**config.mk**
```make
export PLATFORM = sky130hd
export DESIGN_NAME = fifo_rd_ctrl_flat
export DESIGN_NICKNAME = d
export VERILOG_FILES = /design/src/rtl/fifo_pkg.sv /design/src/rtl/fifo_rd_ctrl_if.sv /design/src/rtl/fifo_gray2bin.sv /design/src/rtl/fifo_rd_ctrl.sv /design/src/flat_wrapper.sv
export SDC_FILE = /design/constraint.sdc
export NUM_CORES = 1
export LEC_CHECK = 0
export ABC_AREA = 1
export CAP_MARGIN = 30
export CORE_UTILIZATION = 50
export DETAILED_ROUTE_END_ITERATION = 6
export DONT_BUFFER_PORTS = 1
export RECOVER_POWER = 50
export SLEW_MARGIN = 10
export SYNTH_ARGS = -nofsm -noshare
export SYNTH_HDL_FRONTEND = slang
export SYNTH_HIERARCHICAL = 1
export SYNTH_SLANG_ARGS = --single-unit
```
**constraint.sdc**
```tcl
create_clock -name Rclk -period 4 [get_ports Rclk]
set_input_delay 0.8 -clock Rclk [delete_from_list [all_inputs] [get_ports Rclk]]
set_output_delay 0.8 -clock Rclk [all_outputs]
set_load 0.05 [all_outputs]
```
**src/rtl/fifo_pkg.sv**
```systemverilog
// Gray/binary pointer helpers shared by the read- and write-side FIFO controllers.
// Functions work on a wide word; zero-extend narrower pointers in and size-cast the result out.
package fifo_pkg;

  localparam int PTR_MAX_W = 16;

  typedef logic [PTR_MAX_W-1:0] ptr_word_t;

  function automatic ptr_word_t bin2gray(input ptr_word_t bin);
    return bin ^ (bin >> 1);
  endfunction

  // Leading zeros of a zero-extended gray code decode to leading zeros, so any width <= PTR_MAX_W works
  function automatic ptr_word_t gray2bin(input ptr_word_t gray);
    ptr_word_t bin;
    bin[PTR_MAX_W-1] = gray[PTR_MAX_W-1];
    for (int i = PTR_MAX_W - 2; i >= 0; i--) begin
      bin[i] = bin[i+1] ^ gray[i];
    end
    return bin;
  endfunction

endpackage

```
**src/rtl/fifo_rd_ctrl_if.sv**
```systemverilog
// Read-side FIFO controller bus: reader request, synchronised write pointer, RAM address and flags.
// Runderflow exists only when FIFO_RD_UNDERFLOW_EN is defined.
interface fifo_rd_ctrl_if #(
  parameter int ADDR_W = 3
);

  logic              Rinc;
  logic [ADDR_W:0]   R2q_wptr;
  logic [ADDR_W:0]   Rae_thr;
  logic              Rae_thr_ld;
  logic [ADDR_W-1:0] Radder;
  logic [ADDR_W:0]   Rptr;
  logic              Rpop;
  logic              Rempty;
  logic              Ralmost_empty;
  logic [ADDR_W:0]   Rlevel;
`ifdef FIFO_RD_UNDERFLOW_EN
  logic              Runderflow;

  modport master (
    output Rinc, R2q_wptr, Rae_thr, Rae_thr_ld,
    input  Radder, Rptr, Rpop, Rempty, Ralmost_empty, Rlevel, Runderflow
  );

  modport slave (
    input  Rinc, R2q_wptr, Rae_thr, Rae_thr_ld,
    output Radder, Rptr, Rpop, Rempty, Ralmost_empty, Rlevel, Runderflow
  );
`else
  modport master (
    output Rinc, R2q_wptr, Rae_thr, Rae_thr_ld,
    input  Radder, Rptr, Rpop, Rempty, Ralmost_empty, Rlevel
  );

  modport slave (
    input  Rinc, R2q_wptr, Rae_thr, Rae_thr_ld,
    output Radder, Rptr, Rpop, Rempty, Ralmost_empty, Rlevel
  );
`endif

endinterface

```
**src/rtl/fifo_gray2bin.sv**
```systemverilog
// Width-generic gray-to-binary converter; read side decodes the write pointer, write side the read pointer.
module fifo_gray2bin #(
  parameter int W = 4
) (
  input  logic [W-1:0] gray,
  output logic [W-1:0] bin
);

  genvar gi;
  generate
    for (gi = 0; gi < W; gi++) begin : g_bit
      assign bin[gi] = ^gray[W-1:gi];
    end
  endgenerate

endmodule

```
**src/rtl/fifo_rd_ctrl.sv**
```systemverilog
// Read-domain controller for the gray-pointer FIFO: read address, gray pointer, empty/almost-empty, level.
// Define FIFO_RD_UNDERFLOW_EN to add the sticky Runderflow flag.
module fifo_rd_ctrl
  import fifo_pkg::*;
#(
  parameter int ADDR_W     = 3,
  parameter int AE_RST_THR = 1
) (
  input  logic          Rclk,
  input  logic          Rrst,
  fifo_rd_ctrl_if.slave rd
);

  localparam int unsigned   DEPTH   = 1 << ADDR_W;
  localparam logic [ADDR_W:0] DEPTH_V = (ADDR_W+1)'(DEPTH);
  localparam logic [ADDR_W:0] THR_RST = (ADDR_W+1)'(AE_RST_THR);

  logic [ADDR_W:0]   rbin_reg;
  logic [ADDR_W:0]   rbin_next;
  logic [ADDR_W:0]   rgray_next;
  logic [ADDR_W:0]   rptr_reg;
  logic [ADDR_W-1:0] radder_reg;
  logic [ADDR_W:0]   wbin;
  logic [ADDR_W:0]   level_reg;
  logic [ADDR_W:0]   level_next;
  logic [ADDR_W:0]   thr_reg;
  logic [ADDR_W:0]   thr_next;
  logic              empty_reg;
  logic              empty_next;
  logic              ae_reg;
  logic              ae_next;
  logic              rpop;

  fifo_gray2bin #(
    .W (ADDR_W + 1)
  ) u_wptr_g2b (
    .gray (rd.R2q_wptr),
    .bin  (wbin)
  );

  // Flags are evaluated on the post-pop pointer so they never lag the read by a cycle
  always_comb begin
    rpop       = rd.Rinc & ~empty_reg;
    rbin_next  = rbin_reg + {{ADDR_W{1'b0}}, rpop};
    rgray_next = (ADDR_W+1)'(bin2gray(ptr_word_t'(rbin_next)));
    level_next = wbin - rbin_next;
    empty_next = (rgray_next == rd.R2q_wptr);
    ae_next    = (level_next <= thr_reg);
    thr_next   = thr_reg;
    if (rd.Rae_thr_ld) begin
      thr_next = (rd.Rae_thr > DEPTH_V) ? DEPTH_V : rd.Rae_thr;
    end
  end

  always_ff @(posedge Rclk) begin
    if (Rrst) begin
      rbin_reg   <= '0;
      rptr_reg   <= '0;
      radder_reg <= '0;
      empty_reg  <= 1'b1;
      ae_reg     <= 1'b1;
      level_reg  <= '0;
      thr_reg    <= THR_RST;
    end else begin
      rbin_reg   <= rbin_next;
      rptr_reg   <= rgray_next;
      radder_reg <= rbin_next[ADDR_W-1:0];
      empty_reg  <= empty_next;
      ae_reg     <= ae_next;
      level_reg  <= level_next;
      thr_reg    <= thr_next;
    end
  end

`ifdef FIFO_RD_UNDERFLOW_EN
  logic underflow_reg;

  always_ff @(posedge Rclk) begin
    if (Rrst) begin
      underflow_reg <= 1'b0;
    end else if (rd.Rinc & empty_reg) begin
      underflow_reg <= 1'b1;
    end
  end

  assign rd.Runderflow = underflow_reg;
`endif

  assign rd.Radder        = radder_reg;
  assign rd.Rptr          = rptr_reg;
  assign rd.Rpop          = rpop;
  assign rd.Rempty        = empty_reg;
  assign rd.Ralmost_empty = ae_reg;
  assign rd.Rlevel        = level_reg;

`ifndef SYNTHESIS
  // A level above DEPTH means the synchronised write pointer is corrupt, not a FIFO state
  level_bound_a: assert property (@(posedge Rclk) disable iff (Rrst) level_reg <= DEPTH_V);
`endif

endmodule
```
**src/flat_wrapper.sv**
```systemverilog
// flat-port wrapper written by rule: the top's interface ports become plain ports
module fifo_rd_ctrl_flat import fifo_pkg::*;
#(
  parameter int ADDR_W     = 3,
  parameter int AE_RST_THR = 1
)
  (Rclk, Rrst, rd_Rinc, rd_R2q_wptr, rd_Rae_thr, rd_Rae_thr_ld, rd_Radder, rd_Rptr, rd_Rpop, rd_Rempty, rd_Ralmost_empty, rd_Rlevel);
  fifo_rd_ctrl_if #(.ADDR_W(ADDR_W)) rd_i ();
  input  logic Rclk;
  input  logic Rrst;
  input wire logic [$bits(rd_i.Rinc)-1:0] rd_Rinc;
  input wire logic [$bits(rd_i.R2q_wptr)-1:0] rd_R2q_wptr;
  input wire logic [$bits(rd_i.Rae_thr)-1:0] rd_Rae_thr;
  input wire logic [$bits(rd_i.Rae_thr_ld)-1:0] rd_Rae_thr_ld;
  output wire logic [$bits(rd_i.Radder)-1:0] rd_Radder;
  output wire logic [$bits(rd_i.Rptr)-1:0] rd_Rptr;
  output wire logic [$bits(rd_i.Rpop)-1:0] rd_Rpop;
  output wire logic [$bits(rd_i.Rempty)-1:0] rd_Rempty;
  output wire logic [$bits(rd_i.Ralmost_empty)-1:0] rd_Ralmost_empty;
  output wire logic [$bits(rd_i.Rlevel)-1:0] rd_Rlevel;
  assign rd_i.Rinc = rd_Rinc;
  assign rd_i.R2q_wptr = rd_R2q_wptr;
  assign rd_i.Rae_thr = rd_Rae_thr;
  assign rd_i.Rae_thr_ld = rd_Rae_thr_ld;
  assign rd_Radder = rd_i.Radder;
  assign rd_Rptr = rd_i.Rptr;
  assign rd_Rpop = rd_i.Rpop;
  assign rd_Rempty = rd_i.Rempty;
  assign rd_Ralmost_empty = rd_i.Ralmost_empty;
  assign rd_Rlevel = rd_i.Rlevel;
  fifo_rd_ctrl #(.ADDR_W(ADDR_W), .AE_RST_THR(AE_RST_THR)) u_core (.Rclk(Rclk), .Rrst(Rrst), .rd(rd_i));
endmodule
```
==> metrics.txt, run 1 <==
status complete, no violations; Least-Margin Pin Slew 639 ps; antenna violations before repair 0; die area 0.00219 mm^2; area grow syn2layout 5.48%; ant diodes 0; Reg power frac 56.0%; Sw Ratio 37.6%; warnings from Yosys 6; first-pass GRT wire length 3040 um; htree depth 1; clk root buf clkbuf_4; total CTS buffers 3; DR vias 898; clock period minus worst slack 3130 ps; area of the core between 0.0015 and 0.002 mm^2; vias in the first global route 730; Rel. slew slack 57.3%; Slew Viols, Final 0; internal power 0.257 mW; pre-CTS WS around 800 ps; GP Congestion 0.777; Seq cells post-synth 17; setup TNS 0 ps; number of setup buffers added after CTS 0; DP HPWL 1600 um; drt initial violations 16; CTS Hold Bufs 0; Final Cycle Share 78.3%; fillcell total 185; switching power total around 0.16 mW; VDD IR max 0.317 mV; cts repair resizes 0; DRT antenna net count 0; Power Dens Cells 390 mW/mm^2; syn_nets 173; Clk Latency, worst-skew pair 290 ps; layout net count 177; sequential share of the synthesized area 33.9%; crit path DAT 3300 ps; Synth cell types 19; Starting Density 55.8%; IO Pins 26; crit start category flip-flop; endpoints failing setup 0; Clk pwr share 22.3%; # DRC 0; GRT Util Overall 20.2%; DIE WIDTH about 47 um; Setup Skew 8.63 ps; vias per cell 5.02; drt pass-1 iters 4; CTS tree yes; pin count of the biggest net entering global routing 16; clk slew on worst S/H paths about 110 ps; deepest clock path buffer count 2; Post-Syn Area about 0.001 mm^2; die height 46.8 um; Primary FF master, synth dfxtp_1; Synth Area per Inst 6.65 um^2; unrepaired setup endpoints after global routing no; Cells after Synth 151; Max Clk Rate ~320 MHz; # Max-Cap Violations 0; EDFF count, synth 0; Site Rows 15; grt ovf 0; post-route setup slack just under 900 ps; post-synthesis async set-or-reset flop share 0%; CP max FO 6; Gate power share 21.7%; Worst Hold Class flip-flop to flip-flop; Hold Crit Depth 2; Lkg Pwr 0.569 nW; Critical Path End Type flip-flop; final wirelength 1970 um; kind of critical path flip-flop to flip-flop; share of cells above drive strength 1 5.19%; reg2reg path depth 16; CTS sink count 17; Fin. Hold Viols 0; DR WL/cell 11.0 um; Worst Path Required 4160 ps; PortBufs 0
==> routing by layer <==
metal | part of all wire, % | GRT usage (%)
met5 | 0 | 0
met4 | 0.61 | 5.14
met3 | 7.4 | 8.08
met2 | 41 | 30.0
met1 | 51 | 27.4
==> per-stage QoR <==
stage               cells  power (mW)  utilization [%]  hold slack, ps  area, um^2
floorplan             151       0.306                -             438        1000
global placement      175       0.322             57.3             449        1030
detailed placement    175       0.325             57.3             452        1030
CTS                   179       0.419             58.8             468        1060
global route          179       0.443             58.8             502        1060
finish                179       0.413             58.8             463        1060
==> cell usage after synthesis (all sizes together) (3+ instances only) <==
master,count,share of area [%]
nand3,13,6.5
inv,27,10
nand2,54,21
nor2,10,3.7
ha,9,11
nand4,3,1.9
a21oi,8,4.0
dfxtp,17,34
==> power by group through the flow <==
stage	Sequential [mW]	Combinational, mW	Clock (mW)
floorplan	0.234	0.0723	0
global placement	0.235	0.0871	0
detailed placement	0.235	0.0897	0
CTS	0.231	0.0899	0.0983
global route	0.233	0.104	0.106
finish	0.231	0.0896	0.0922
==> area by class of cell <==
cell class | instances | area [um^2] | area share [%]
Clock buffer | 3 | 22.5 | 2.13
Clock inverter | 1 | 5.00 | 0.472
Inverter | 27 | 101 | 9.56
Multi-Input combinational cell | 105 | 552 | 52.1
Sequential cell | 17 | 340 | 32.1
Tap cell | 25 | 31.3 | 2.95
Timing Repair Buffer | 1 | 7.51 | 0.708
==> final timing paths <==
kind              slack (ps)               from                 endpoint
hold / removal           460  u_core/thr_reg[2]        u_core/thr_reg[2]
setup reg to reg         870   u_core/rd.Rempty  u_core/rd.Ralmost_empty
setup / recovery         870   u_core/rd.Rempty  u_core/rd.Ralmost_empty
hold reg to reg          460  u_core/thr_reg[2]        u_core/thr_reg[2]
==> cell families after synthesis <==
| logic type | count (synthesis) | share of synthesized area (%) |
|---|---|---|
| buffers and inverters | 29 | 11.2 |
| AOI/OAI and AO/OA | 12 | 6.73 |
| and+or+nand+nor | 82 | 34.1 |
| DFF | 17 | 33.9 |
| xor gates and xnor gates | 1 | 0.872 |
| adders and majority gates | 10 | 13.2 |
==> cell usage in the layout (no fill, tap or decap), types with 2 or more instances in the layout <==
| cell type | Yosys | final |
|---|---|---|
| a21oi_1 | 8 | 8 |
| clkbuf_4 | 0 | 3 |
| dfxtp_1 | 17 | 17 |
| ha_1 | 9 | 9 |
| inv_1 | 27 | 27 |
| nand2_1 | 52 | 52 |
| nand2_2 | 2 | 2 |
| nand3_1 | 13 | 13 |
| nand4_1 | 3 | 3 |
| nor2_1 | 10 | 10 |
==> worst max-delay path: stages, from the launching register on <==
cell	delay [ps]
dfxtp_1	660
nor2_1	140
ha_1	250
ha_1	330
inv_1	190
ha_1	260
a21o_1	170
nand2_1	50
nand2_1	60
inv_1	50
nand2_1	40
nand2_1	70
inv_1	50
ha_1	310
nand2_1	60
o21ai_0	200
nand3_1	110
Power figures use the tool's default switching activity.
==> run 2, diff against run 1 <==
PLACE_DENSITY = 0.68   (was not set)
clock period = 2.8 ns   (was 4 ns; I/O delays follow)
==> run 2 against run 1 <==
Against the previous run:
- largest power group unchanged
- utilization increased by 2.8 points
- sequential power increased by 39%
- register-to-register slack got worse by 530 ps
- setup slack got worse by 530 ps
- clock skew decreased by 6.6 ps
- non-clock buffer count increased by 5
- clock power increased by 38%
- critical path type unchanged
==> metrics.txt, run 2 (same netlist as run 1, synthesis figures left out) <==
Critical Path End Type flip-flop; DP HPWL 1560 um (-2.6%); Slew Viols, Final 0 (unchanged); pin count of the biggest net entering global routing 16 (unchanged); total CTS buffers 3 (unchanged); Crit path max-delay family adder cells; Gate power share 24.2% (+2.5 points); DR vias 920 (+2.4%); Bufs and invs on worst path 3 (unchanged); Rel. slew slack 50.9% (-6.4 points); CP max FO 6 (unchanged); vias per cell 5.00 (-0.33%); DRT antenna net count 0 (unchanged); fillcell total 180 (-2.7%); reg2reg path depth 17 (+1); Lkg Pwr 0.573 nW (+0.60%); final hold slack 327 ps (-136 ps); vias in the first global route 708 (-3.0%); status complete, no violations; switching power total 0.216 mW (+39%); Worst setup startpoint u_core/rd.Rempty; # DRC 0 (unchanged); grt ovf 0 (unchanged); die area 0.00219 mm^2 (unchanged); Final Cycle Share 87.9% (+9.6 points); drt pass-1 iters 4 (unchanged); Worst Hold Class input port to flip-flop; Hold Crit Depth 1 (-1); endpoints failing setup 0 (unchanged); Tot Pwr 0.591 mW (+43%); cts repair resizes 0 (unchanged); DP Area 0.00110 mm^2 (+6.9%); htree depth 1 (unchanged); DIE WIDTH 46.8 um (unchanged); DR WL/cell 10.8 um (-2.1%); internal power 0.375 mW (+46%); delay of the slowest critical-path stage 400 ps (-260 ps); drt initial violations 45 (+29); startpoint of the worst hold path Rrst; setup TNS 0 ps (unchanged); final wirelength 1990 um (+0.61%); IO Pins 26 (unchanged); VDD IR max 0.377 mV (+19%); Sequential Area 340 um^2 (unchanged); clock period minus worst slack 2460 ps (-670 ps); CP cell instances nor2_4 > ha_4 > ha_4 > inv_1 > nand2_1 > nand2_1 > ha_1 > nand2_1 > nand2_1 > inv_1 > nand2_1 > nand2_1 > inv_1 > ha_1 > nand2_1 > o21ai_0 > nand3_1; Power Dens Cells 532 mW/mm^2 (+36%); antenna violations before repair 0 (unchanged); Reg power frac 54.3% (-1.7 points); GP Congestion 0.913 (+17%); Clk Latency, worst-skew pair 280 ps (about the same); layout net count 182 (+2.8%); kind of critical path flip-flop to flip-flop; GRT Util Overall 19.8% (-0.46 points); share of cells above drive strength 1 6.92% (+1.7 points); final cell count without fillers 184 (+2.8%); most common cell after layout, fill and taps aside nand2_1; # Max-Cap Violations 0 (unchanged); Starting Density 55.8% (unchanged); met3 wire length 120 um (-18%); PortBufs 0 (unchanged); Worst path slowest cell dfxtp_1; clk root buf clkbuf_4; final core utilization 61.7% (+2.8 points); Max Used Layer met4; Setup Skew 2.03 ps (-6.60 ps); CTS Hold Bufs 0 (unchanged); most used cell, CP nand2_1; first-pass GRT wire length 2900 um (-4.5%); most frequent cells in the layout 53 x nand2_1, 26 x inv_1, 17 x dfxtp_1; crit start category flip-flop; Least-Margin Pin Slew 736 ps (+96.7 ps); placed insts 180 (+2.9%); Max Clk Rate 406 MHz (+27%); Fin. Hold Viols 0 (unchanged); CTS tree yes; crit path DAT 2640 ps (-660 ps); area grow syn2layout 10.6%; clk slew on worst S/H paths 90 ps (-20 ps); wire length on met2 863 um (+7.2%); WL met1 982 um (-2.7%); deepest clock path buffer count 2 (unchanged); post-route setup slack 338 ps (-530 ps); Sw Ratio 36.6% (-1.1 points); Site Rows 15 (unchanged); Clk pwr share 21.5% (-0.8 points); die height 46.8 um (unchanged); ant diodes 0 (unchanged); CTS sink count 17 (unchanged); multi-input logic area 582 um^2 (+5.4%); area of the core 0.00180 mm^2 (unchanged); unrepaired setup endpoints after global routing no; Worst Path Required 2970 ps (-1190 ps); Worst path depth 17 (+1); number of setup buffers added after CTS 0 (unchanged); pre-CTS WS 103 ps (-695 ps); Final Cell Area 0.00111 mm^2 (+4.8%); worst r2r src u_core/rd.Rempty
## run 2: routing by layer
metal / global-route usage, % / up-vias
met5: 0 / -
met4: 10.3 / 0
met3: 5.00 / 2
met2: 28.9 / 33
met1: 26.8 / 399
li1: - / 486
## run 2: power by group through the flow
| stage | Combinational [mW] | Clock, mW | Sequential [mW] |
|---|---|---|---|
| detailed placement | 0.145 | 0 | 0.327 |
| finish | 0.143 | 0.127 | 0.320 |
| floorplan | 0.108 | 0 | 0.336 |
| CTS | 0.146 | 0.135 | 0.321 |
| global route | 0.164 | 0.146 | 0.323 |
| global placement | 0.142 | 0 | 0.326 |
## run 2: worst paths after layout
| path | end | slack, ps |
|---|---|---|
| worst min-delay path | u_core/thr_reg[1] | 330 |
| worst min register to register | u_core/thr_reg[2] | 460 |
| worst max register to register | u_core/rd.Ralmost_empty | 340 |
| worst max-delay path | u_core/rd.Ralmost_empty | 340 |
## run 2: cell type report
class / count / share of cell area (%)
clock buffers: 4 / 2.36
inverters: 27 / 9.12
multi-input cells: 105 / 52.4
flip-flops and latches: 17 / 30.6
well taps: 25 / 2.82
repair buffers: 6 / 2.70
